File: config.mk
export PLATFORM = sky130hd
export DESIGN_NAME = div_core_arbiter
export DESIGN_NICKNAME = d
export VERILOG_FILES = /design/src/rtl/div_core_arbiter.sv
export SDC_FILE = /design/constraint.sdc
export NUM_CORES = 1
export LEC_CHECK = 0
export CAP_MARGIN = 20
export CORE_MARGIN = 2
export CORE_UTILIZATION = 30
export DETAILED_ROUTE_END_ITERATION = 6
export PLACE_DENSITY = 0.51
export RECOVER_POWER = 100
export SETUP_SLACK_MARGIN = 0.4
export SYNTH_ARGS = -nofsm -noshare
export SYNTH_HDL_FRONTEND = slang
export SYNTH_SLANG_ARGS = --single-unit
File: constraint.sdc
create_clock -name clk -period 6.6 [get_ports clk]
set_clock_uncertainty 0.05 [all_clocks]
set_input_delay 1.32 -clock clk [delete_from_list [all_inputs] [get_ports clk]]
set_output_delay 1.32 -clock clk [all_outputs]
set_load 0.02 [all_outputs]
File: src/rtl/div_core_arbiter.sv
// Round-robin front end for a shared serial digit-divider core: replays one
// requester's 4-digit frame into the core and returns the deserialised quotient.
module div_core_arbiter #(
   parameter int N_REQ   = 4,
   parameter int ID_W    = 2,
   parameter int TIMEOUT = 100,
   parameter int GAP_CYC = 2
) (
   input  logic                 clk,
   input  logic                 rst_n,
   input  logic [N_REQ-1:0]     req_valid,
   input  logic [16*N_REQ-1:0]  req_frame,
   output logic [N_REQ-1:0]     req_ready,
   output logic                 core_in_valid,
   output logic [3:0]           core_in_data,
   input  logic                 core_out_valid,
   input  logic                 core_out_data,
   output logic                 rsp_valid,
   output logic [ID_W-1:0]      rsp_id,
   output logic [9:0]           rsp_quot,
   output logic                 rsp_err
);

   typedef enum logic [2:0] {
      S_IDLE, S_SEND, S_WAIT, S_RECV, S_DRAIN, S_GAP
   } state_t;

   localparam logic [ID_W:0] NREQ_W    = (ID_W+1)'(N_REQ);
   localparam logic [6:0]    TIMEOUT_W = 7'(TIMEOUT - 1);
   localparam logic [7:0]    GAP_W     = 8'(GAP_CYC - 1);

   state_t          state_q, state_d;
   logic [ID_W-1:0] last_grant_q, last_grant_d;
   logic [11:0]     frame_q, frame_d;
   logic [1:0]      scnt_q, scnt_d;
   logic [6:0]      wcnt_q, wcnt_d;
   logic [3:0]      bcnt_q, bcnt_d;
   logic [7:0]      gcnt_q, gcnt_d;
   logic [9:0]      shift_q, shift_d;
   logic            err_q, err_d;
   logic            core_in_valid_q, core_in_valid_d;
   logic [3:0]      core_in_data_q, core_in_data_d;
   logic            rsp_valid_q, rsp_valid_d;
   logic [ID_W-1:0] rsp_id_q, rsp_id_d;
   logic [9:0]      rsp_quot_q, rsp_quot_d;
   logic            rsp_err_q, rsp_err_d;

   logic [15:0]     frames [N_REQ];
   logic            grant_any;
   logic [ID_W-1:0] grant_idx;
   logic [ID_W:0]   cand;
   logic            done, done_err;

   generate
      for (genvar gi = 0; gi < N_REQ; gi++) begin : g_frames
         assign frames[gi] = req_frame[16*gi +: 16];
      end
   endgenerate

   // Search starts one past the previous winner so every requester gets a turn.
   always_comb begin
      grant_any = 1'b0;
      grant_idx = '0;
      cand      = '0;
      for (int k = 1; k <= N_REQ; k++) begin
         cand = {1'b0, last_grant_q} + (ID_W+1)'(k);
         if (cand >= NREQ_W) cand = cand - NREQ_W;
         if (!grant_any && req_valid[cand[ID_W-1:0]]) begin
            grant_any = 1'b1;
            grant_idx = cand[ID_W-1:0];
         end
      end
   end

   always_comb begin
      req_ready = '0;
      if (state_q == S_IDLE && rst_n && grant_any) req_ready[grant_idx] = 1'b1;
   end

   always_comb begin
      state_d         = state_q;
      last_grant_d    = last_grant_q;
      frame_d         = frame_q;
      scnt_d          = scnt_q;
      wcnt_d          = wcnt_q;
      bcnt_d          = bcnt_q;
      gcnt_d          = gcnt_q;
      shift_d         = shift_q;
      err_d           = err_q;
      core_in_valid_d = 1'b0;
      core_in_data_d  = '0;
      done            = 1'b0;
      done_err        = 1'b0;
      case (state_q)
         S_IDLE: begin
            if (grant_any) begin
               last_grant_d    = grant_idx;
               frame_d         = frames[grant_idx][11:0];
               core_in_valid_d = 1'b1;
               core_in_data_d  = frames[grant_idx][15:12];
               scnt_d          = '0;
               err_d           = 1'b0;
               state_d         = S_SEND;
            end
         end
         S_SEND: begin
            if (core_out_valid) err_d = 1'b1;
            if (scnt_q == 2'd3) begin
               wcnt_d  = '0;
               shift_d = '0;
               state_d = S_WAIT;
            end else begin
               core_in_valid_d = 1'b1;
               core_in_data_d  = frame_q[11:8];
               frame_d         = {frame_q[7:0], 4'h0};
               scnt_d          = scnt_q + 2'd1;
            end
         end
         S_WAIT: begin
            if (core_out_valid) begin
               shift_d = {9'd0, core_out_data};
               bcnt_d  = 4'd1;
               state_d = S_RECV;
            end else if (wcnt_q == TIMEOUT_W) begin
               done     = 1'b1;
               done_err = 1'b1;
               state_d  = S_DRAIN;
            end else begin
               wcnt_d = wcnt_q + 7'd1;
            end
         end
         S_RECV: begin
            if (core_out_valid) begin
               if (bcnt_q == 4'd10) begin
                  done     = 1'b1;
                  done_err = 1'b1;
                  state_d  = S_DRAIN;
               end else begin
                  shift_d = {shift_q[8:0], core_out_data};
                  bcnt_d  = bcnt_q + 4'd1;
               end
            end else begin
               done     = 1'b1;
               done_err = err_q || (bcnt_q != 4'd10);
               gcnt_d   = '0;
               state_d  = S_GAP;
            end
         end
         S_DRAIN: begin
            if (!core_out_valid) begin
               gcnt_d  = '0;
               state_d = S_GAP;
            end
         end
         S_GAP: begin
            if (core_out_valid) begin
               gcnt_d = '0;
            end else if (gcnt_q == GAP_W) begin
               gcnt_d  = '0;
               state_d = S_IDLE;
            end else begin
               gcnt_d = gcnt_q + 8'd1;
            end
         end
         default: state_d = S_IDLE;
      endcase

      rsp_valid_d = done;
      rsp_id_d    = done ? last_grant_q : '0;
      rsp_err_d   = done && done_err;
      rsp_quot_d  = (done && !done_err) ? shift_q : '0;
   end

   always_ff @(posedge clk) begin
      if (!rst_n) begin
         state_q         <= S_IDLE;
         last_grant_q    <= ID_W'(N_REQ - 1);
         frame_q         <= '0;
         scnt_q          <= '0;
         wcnt_q          <= '0;
         bcnt_q          <= '0;
         gcnt_q          <= '0;
         shift_q         <= '0;
         err_q           <= 1'b0;
         core_in_valid_q <= 1'b0;
         core_in_data_q  <= '0;
         rsp_valid_q     <= 1'b0;
         rsp_id_q        <= '0;
         rsp_quot_q      <= '0;
         rsp_err_q       <= 1'b0;
      end else begin
         state_q         <= state_d;
         last_grant_q    <= last_grant_d;
         frame_q         <= frame_d;
         scnt_q          <= scnt_d;
         wcnt_q          <= wcnt_d;
         bcnt_q          <= bcnt_d;
         gcnt_q          <= gcnt_d;
         shift_q         <= shift_d;
         err_q           <= err_d;
         core_in_valid_q <= core_in_valid_d;
         core_in_data_q  <= core_in_data_d;
         rsp_valid_q     <= rsp_valid_d;
         rsp_id_q        <= rsp_id_d;
         rsp_quot_q      <= rsp_quot_d;
         rsp_err_q       <= rsp_err_d;
      end
   end

   assign core_in_valid = core_in_valid_q;
   assign core_in_data  = core_in_data_q;
   assign rsp_valid     = rsp_valid_q;
   assign rsp_id        = rsp_id_q;
   assign rsp_quot      = rsp_quot_q;
   assign rsp_err       = rsp_err_q;

endmodule

==> impl_metrics.json, run 1 <==
{
  "cts_tree": "yes",
  "synth.avg_cell_area_um2": 8.53,
  "fin_util_pct": 42.7,
  "slowest_stage": "dlygate4sd3_1",
  "holdPathEnd": "shift_q[0]$_SDFFE_PN0P_",
  "synth_cell_type_count": 57,
  "postCtsSetupBuffers": 0,
  "wl_met1_um": 4710,
  "cp-start-kind": "input port",
  "synth_warnings": 0,
  "portBuffers": 94,
  "synthTopCellsByArea": "dfxtp_1, nor2_1, nand2_1",
  "relSlewSlack_pct": 30.7,
  "die_h_um": 113,
  "grt_max_degree": 24,
  "post_drt_wl_per_cell_um": 15.3,
  "start_util_pct": 31.1,
  "required_ns": 5.23,
  "nNetsFinal": 585,
  "max_cap_viol_count": 0,
  "grt_pass1_vias": 3267,
  "antenna_found_initial": 0,
  "p_leak_nw": 1.94,
  "cts.path.max_buffers": 2,
  "die_area_mm2": 0.0128,
  "synth_top_area_cell": "dfxtp_1",
  "cp.arrival_ns": 3.87,
  "synthFlopType": "dfxtp_1",
  "insertion_delay_ns": 0.33,
  "grt_overflow": 0,
  "ios": 95,
  "dr.pass1.iters": 4,
  "maxSlewViolCount": 0,
  "grt_setup_unrepaired": "no",
  "cts-buffers-inserted": 9,
  "cts-resized-gates": 0,
  "ir_worst_vdd_mv": 0.135,
  "min_from": "shift_q[0]$_SDFFE_PN0P_",
  "synth_edf_count": 0,
  "gp_congestion": 0.822,
  "yosys-top-cells-count": "dfxtp_1, nor2_1, nand2_1",
  "finalWirelength_um": 10000,
  "worstPathCellList": "dlygate4sd3_1 -> or4_1 -> nand2_1 -> nor2_1 -> nand2_1 -> nor2_1 -> dlygate4sd3_1",
  "n_antenna_cell": 0,
  "drive_gt1_share_pct": 8.01,
  "via_per_inst": 5.10,
  "power.density_mw_per_mm2": 322,
  "ys_ff_latch": 68,
  "syn-cell-area_mm2": 0.00358,
  "hold_path_depth": 2,
  "top_layer": "met4",
  "synth_seq_area_share_pct": 38.0,
  "whs_ns": 0.412,
  "dp_hpwl_um": 7700,
  "period_needed_ns": 5.24,
  "fmax_mhz": 191,
  "track_usage_pct": 15.8,
  "rows": 39,
  "hold_viol": 0,
  "vias": 3342,
  "reg2regPathDepth": 5,
  "drt_iter0_drc": 194,
  "critPathBufInv": 2,
  "wl_met3_um": 457,
  "yosysMostFrequentCell": "dfxtp_1",
  "period_share_pct": 79.4,
  "root_buffer": "clkbuf_16",
  "drtAntennaViolNets": 0,
  "power_mw": 1.58,
  "synth_cells": 420,
  "syn_nets": 498,
  "synth_top_area_share_pct": 38.0,
  "clock_sinks": 68,
  "status": "finished, final reports clean",
  "die_x_um": 113,
  "clk_pin_slew_ns": 0.06,
  "hold_buffers": 0,
  "hp-class": "reg2reg",
  "endpoint_kind": "output port",
  "route.met2.wl_um": 4640,
  "synth-async-reset-ratio_pct": 0,
  "cp_top_family": "buffers and inverters",
  "worstMarginPinSlew_ns": 1.03,
  "setup_viol": 0,
  "setup_tns_ns": 0,
  "fp.coreArea_mm2": 0.0115,
  "crit_type": "in2out",
  "route.detailed.drc": 0,
  "path_max_fanout": 12,
  "h-tree-depth": 3,
  "area_growth_pct": 37.1,
  "critPathMaxStageDelay_ns": 0.67,
  "r2r_setup_slack_ns": 3.73,
  "timing.rr.start": "last_grant_q[1]$_SDFFE_PN1N_",
  "worstReg2RegEnd": "frame_q[11]$_SDFFE_PN0P_",
  "grt_first_pass_wirelength_um": 16200
}
## final cells by class
type / instances / area [µm²]
Fill cell: 1179 / 6600
Multi-Input combinational cell: 316 / 2060
Clock inverter: 7 / 75.1
Clock buffer: 9 / 225
Inverter: 14 / 52.6
Sequential cell: 68 / 1360
Tap cell: 143 / 179
Timing Repair Buffer: 98 / 963
## cell families (layout without fill, tap and decap cells)
group,Yosys count,after routing,share of synthesized area (%)
AOI/OAI and AO/OA,113,113,22.7
xor gates and xnor gates,12,12,2.93
adders and majority gates,6,6,2.09
buffers and inverters,36,128,4.05
DFF,68,68,38.0
muxes,15,15,4.33
and+or+nand+nor,170,170,25.9
## metrics by stage
stage / instances / setup slack [ns] / area (µm²)
finish: 655 / 1.36 / 4910
floorplan: 420 / 2.38 / 3580
global route: 655 / 1.21 / 4910
detailed placement: 639 / 1.47 / 4640
CTS: 655 / 1.45 / 4940
global placement: 639 / 1.55 / 4640
## worst min-delay path, delay by kind of cell (launching register included)
| family | cells | cell delay [ns] |
|---|---|---|
| DFF | 1 | 0.31 |
| AOI/OAI and AO/OA | 1 | 0.05 |
| and+or+nand+nor | 1 | 0.05 |
## flip-flops by register name, summed over array words and instances, names as in the netlist, 2 cells and up
signal,flops
bcnt_q,4
rsp_quot,10
rsp_id,2
core_in_data,4
last_grant_q,2
scnt_q,2
frame_q,12
wcnt_q,7
state_q,3
gcnt_q,8
shift_q,10
## layer usage
layer / up-vias / track usage, %
met5: - / 0
met1: 1522 / 20.7
met4: 0 / 5.85
li1: 1707 / -
met2: 99 / 25.7
met3: 14 / 3.32
## placed cells by master (no fill, tap or decap), types with 4 or more instances in the layout
cell             Yosys  layout
o31ai_1              6       6
a22oi_1             11      11
mux2_2               4       4
a221o_1              8       8
nor2b_1              6       6
xnor2_1              5       5
ha_1                 6       6
xor2_1               7       7
or3_1                4       4
mux2i_1             11      11
dlygate4sd3_1        0      25
and2_2               0       8
and2_1               9       7
nand3_1              9       9
a21oi_1             17      17
and3_1               9      10
nand2_1             40      40
nor2_1              46      46
o21ai_0             13      15
o211ai_1            13      13
nand4_1              6       6
dfxtp_1             68      68
a21boi_0             8       8
a211oi_1            13      13
clkbuf_16            0       9
clkdlybuf4s50_1      0      69
nor3_1               5       5
inv_1               14      14
nor4b_1              5       5
## power breakdown
part	internal, mW	switching (mW)
registers	0.479	0.0682
clock network	0.294	0.190
logic	0.240	0.309
total	1.01	0.566
## worst max-delay path by stage
stage | from | end | slack (ns) | cells after the start
floorplan | req_valid[3] | req_ready[1] | 2.38 | 6
global placement | req_valid[3] | req_ready[1] | 1.55 | 6
detailed placement | req_valid[3] | req_ready[1] | 1.47 | 6
CTS | req_valid[3] | req_ready[1] | 1.45 | 6
global route | req_valid[3] | req_ready[1] | 1.21 | 6
finish | req_valid[3] | req_ready[1] | 1.36 | 7
Power figures use the tool's default switching activity.
==> run 2, diff against run 1 <==
==> constraint.sdc (replaced) <==
create_clock -name clk -period 5.32 [get_ports clk]
set_clock_uncertainty 0.05 [all_clocks]
set_input_delay 1.064 -clock clk [delete_from_list [all_inputs] [get_ports clk]]
set_output_delay 1.064 -clock clk [all_outputs]
set_load 0.02 [all_outputs]
==> run 2 against run 1 <==
Net effect: combinational power is 27% higher; clock-buffer cell count is 1 higher; sequential share of layout area is 0.34 points lower; non-clock buffer count is 2 higher; flip-flop and latch count stayed put; sequential power is 24% higher; largest power group unchanged; highest routed layer unchanged.
==> impl_metrics.json, run 2 (synthesis gave the netlist of run 1 again) <==
{
  "status": "finished, final reports clean",
  "layout_commonest_cell": "clkdlybuf4s50_1",
  "hp-class": "reg2reg",
  "power.density_mw_per_mm2": 409,
  "nNetsFinal": 587,
  "fp.coreArea_mm2": 0.0115,
  "drtAntennaViolNets": 0,
  "slowest_stage": "dlygate4sd3_1",
  "p_int_mw": 1.33,
  "h-tree-depth": 3,
  "fin_util_pct": 43.2,
  "max_cap_viol_count": 0,
  "largest_reg_flops": 12,
  "postCtsSetupBuffers": 0,
  "required_ns": 4.21,
  "grt_max_degree": 24,
  "setup_viol": 0,
  "clock_sinks": 68,
  "start_util_pct": 31.1,
  "cp_top_family": "buffers and inverters",
  "cp.arrival_ns": 3.55,
  "path_max_fanout": 15,
  "die_x_um": 113,
  "ios": 95,
  "seq_power_share_pct": 33.4,
  "fmax_mhz": 214,
  "critPathBufInv": 3,
  "die_h_um": 113,
  "grt_pass1_vias": 3247,
  "dp_hpwl_um": 7590,
  "place_area_mm2": 0.00465,
  "n_antenna_cell": 0,
  "endpoint_kind": "output port",
  "drt_iter0_drc": 240,
  "period_needed_ns": 4.66,
  "drive_gt1_share_pct": 9.34,
  "die_area_mm2": 0.0128,
  "maxSlewViolCount": 0,
  "critPathMaxStageDelay_ns": 0.68,
  "vias": 3401,
  "finalWirelength_um": 10100,
  "track_usage_pct": 15.7,
  "portBuffers": 94,
  "root_buffer": "clkbuf_16",
  "worstMarginPinSlew_ns": 1.07,
  "gp_congestion": 0.761,
  "crit_type": "in2out",
  "max_flop_register": "frame_q",
  "antenna_found_initial": 0,
  "relSlewSlack_pct": 27.7,
  "setup_tns_ns": 0,
  "final_cell_area_mm2": 0.00497,
  "grt_setup_unrepaired": "no",
  "period_share_pct": 87.7,
  "cp-start-kind": "input port",
  "final_cell_mix": "clkdlybuf4s50_1, dfxtp_1, nor2_1",
  "p_leak_nw": 1.97,
  "cts-buffers-inserted": 9,
  "via_per_inst": 5.18,
  "cts.path.max_buffers": 2,
  "power.share.clock_pct": 32.3,
  "cts_tree": "yes",
  "insertion_delay_ns": 0.33,
  "worstPathCellList": "dlygate4sd3_1 -> and2_1 -> o2111ai_1 -> buf_4 -> nand2_1 -> nor2_1 -> clkdlybuf4s50_1",
  "rows": 39,
  "grt_overflow": 0,
  "ir_worst_vdd_mv": 0.174,
  "comb_power_share_pct": 34.3,
  "hold_viol": 0,
  "clk_pin_slew_ns": 0.05,
  "post_drt_wl_per_cell_um": 15.4,
  "route.detailed.drc": 0,
  "netSwitchingPower_uw": 700,
  "swShare_pct": 34.5,
  "dr.pass1.iters": 4,
  "area_growth_pct": 38.8,
  "grt_first_pass_wirelength_um": 16300
}
==> run 2: cell count changes in the layout (fill, tap and decap cells not counted), sizes merged <==
cell,delta
bufinv,+1
buf,+4
clkdlybuf4s50,+2
clkbuf,-1
clkinvlp,-2
dlygate4sd3,-2
==> run 2: what timing repair did <==
action,CTS,global route
setup endpoints to repair,0,1
resized for setup,0,1
hold buffers,0,0
==> run 2: through the flow <==
stage | power, mW | setup slack (ns) | instances | hold slack (ns)
global placement | 1.39 | 0.577 | 640 | 0.389
detailed placement | 1.39 | 0.520 | 640 | 0.394
CTS | 2.06 | 0.504 | 656 | 0.407
floorplan | 1.14 | 1.61 | 420 | 0.375
finish | 2.03 | 0.657 | 657 | 0.404
global route | 2.17 | 0.376 | 657 | 0.422
==> run 2: power by group through the flow <==
| stage | registers [mW] | clock network [mW] | logic [mW] |
|---|---|---|---|
| after global placement | 0.688 | 0 | 0.702 |
| after global routing | 0.694 | 0.699 | 0.772 |
| after CTS | 0.679 | 0.675 | 0.706 |
| final | 0.679 | 0.656 | 0.698 |
| after floorplan | 0.663 | 0 | 0.474 |
| after detailed placement | 0.688 | 0 | 0.702 |
==> run 2: final cells by class <==
class | count | area, µm²
clock inverters | 6 | 93.8
flip-flops and latches | 68 | 1360
repair buffers | 100 | 986
fillers | 1167 | 6540
well taps | 143 | 179
multi-input cells | 316 | 2060
inverters | 14 | 52.6
clock buffers | 10 | 239
==> run 2: tightest hold or removal path: stages (launching register included) <==
cell	delay, ns
dfxtp_1	0.31
nand2_1	0.05
a21oi_1	0.05
==> run 2: final timing paths <==
| path | from | to | slack, ns | cells past startpoint |
|---|---|---|---|---|
| setup / recovery | req_valid[3] | req_ready[1] | 0.66 | 7 |
| hold / removal | scnt_q[1]$_SDFFE_PN0P_ | scnt_q[1]$_SDFFE_PN0P_ | 0.40 | 2 |
| hold reg to reg | scnt_q[1]$_SDFFE_PN0P_ | scnt_q[1]$_SDFFE_PN0P_ | 0.40 | 2 |
| setup reg to reg | last_grant_q[1]$_SDFFE_PN1N_ | frame_q[11]$_SDFFE_PN0P_ | 2.52 | 5 |
==> run 2: per-layer routing <==
layer | part of all wire (%) | GRT usage, % | vias up | wire length (µm)
met3 | 4.0 | 3.43 | 13 | 403
li1 | - | - | 1712 | -
met4 | 1.7 | 4.88 | 0 | 167
met1 | 47 | 21.1 | 1592 | 4710
met5 | 0 | 0 | - | 0
met2 | 48 | 25.3 | 84 | 4810
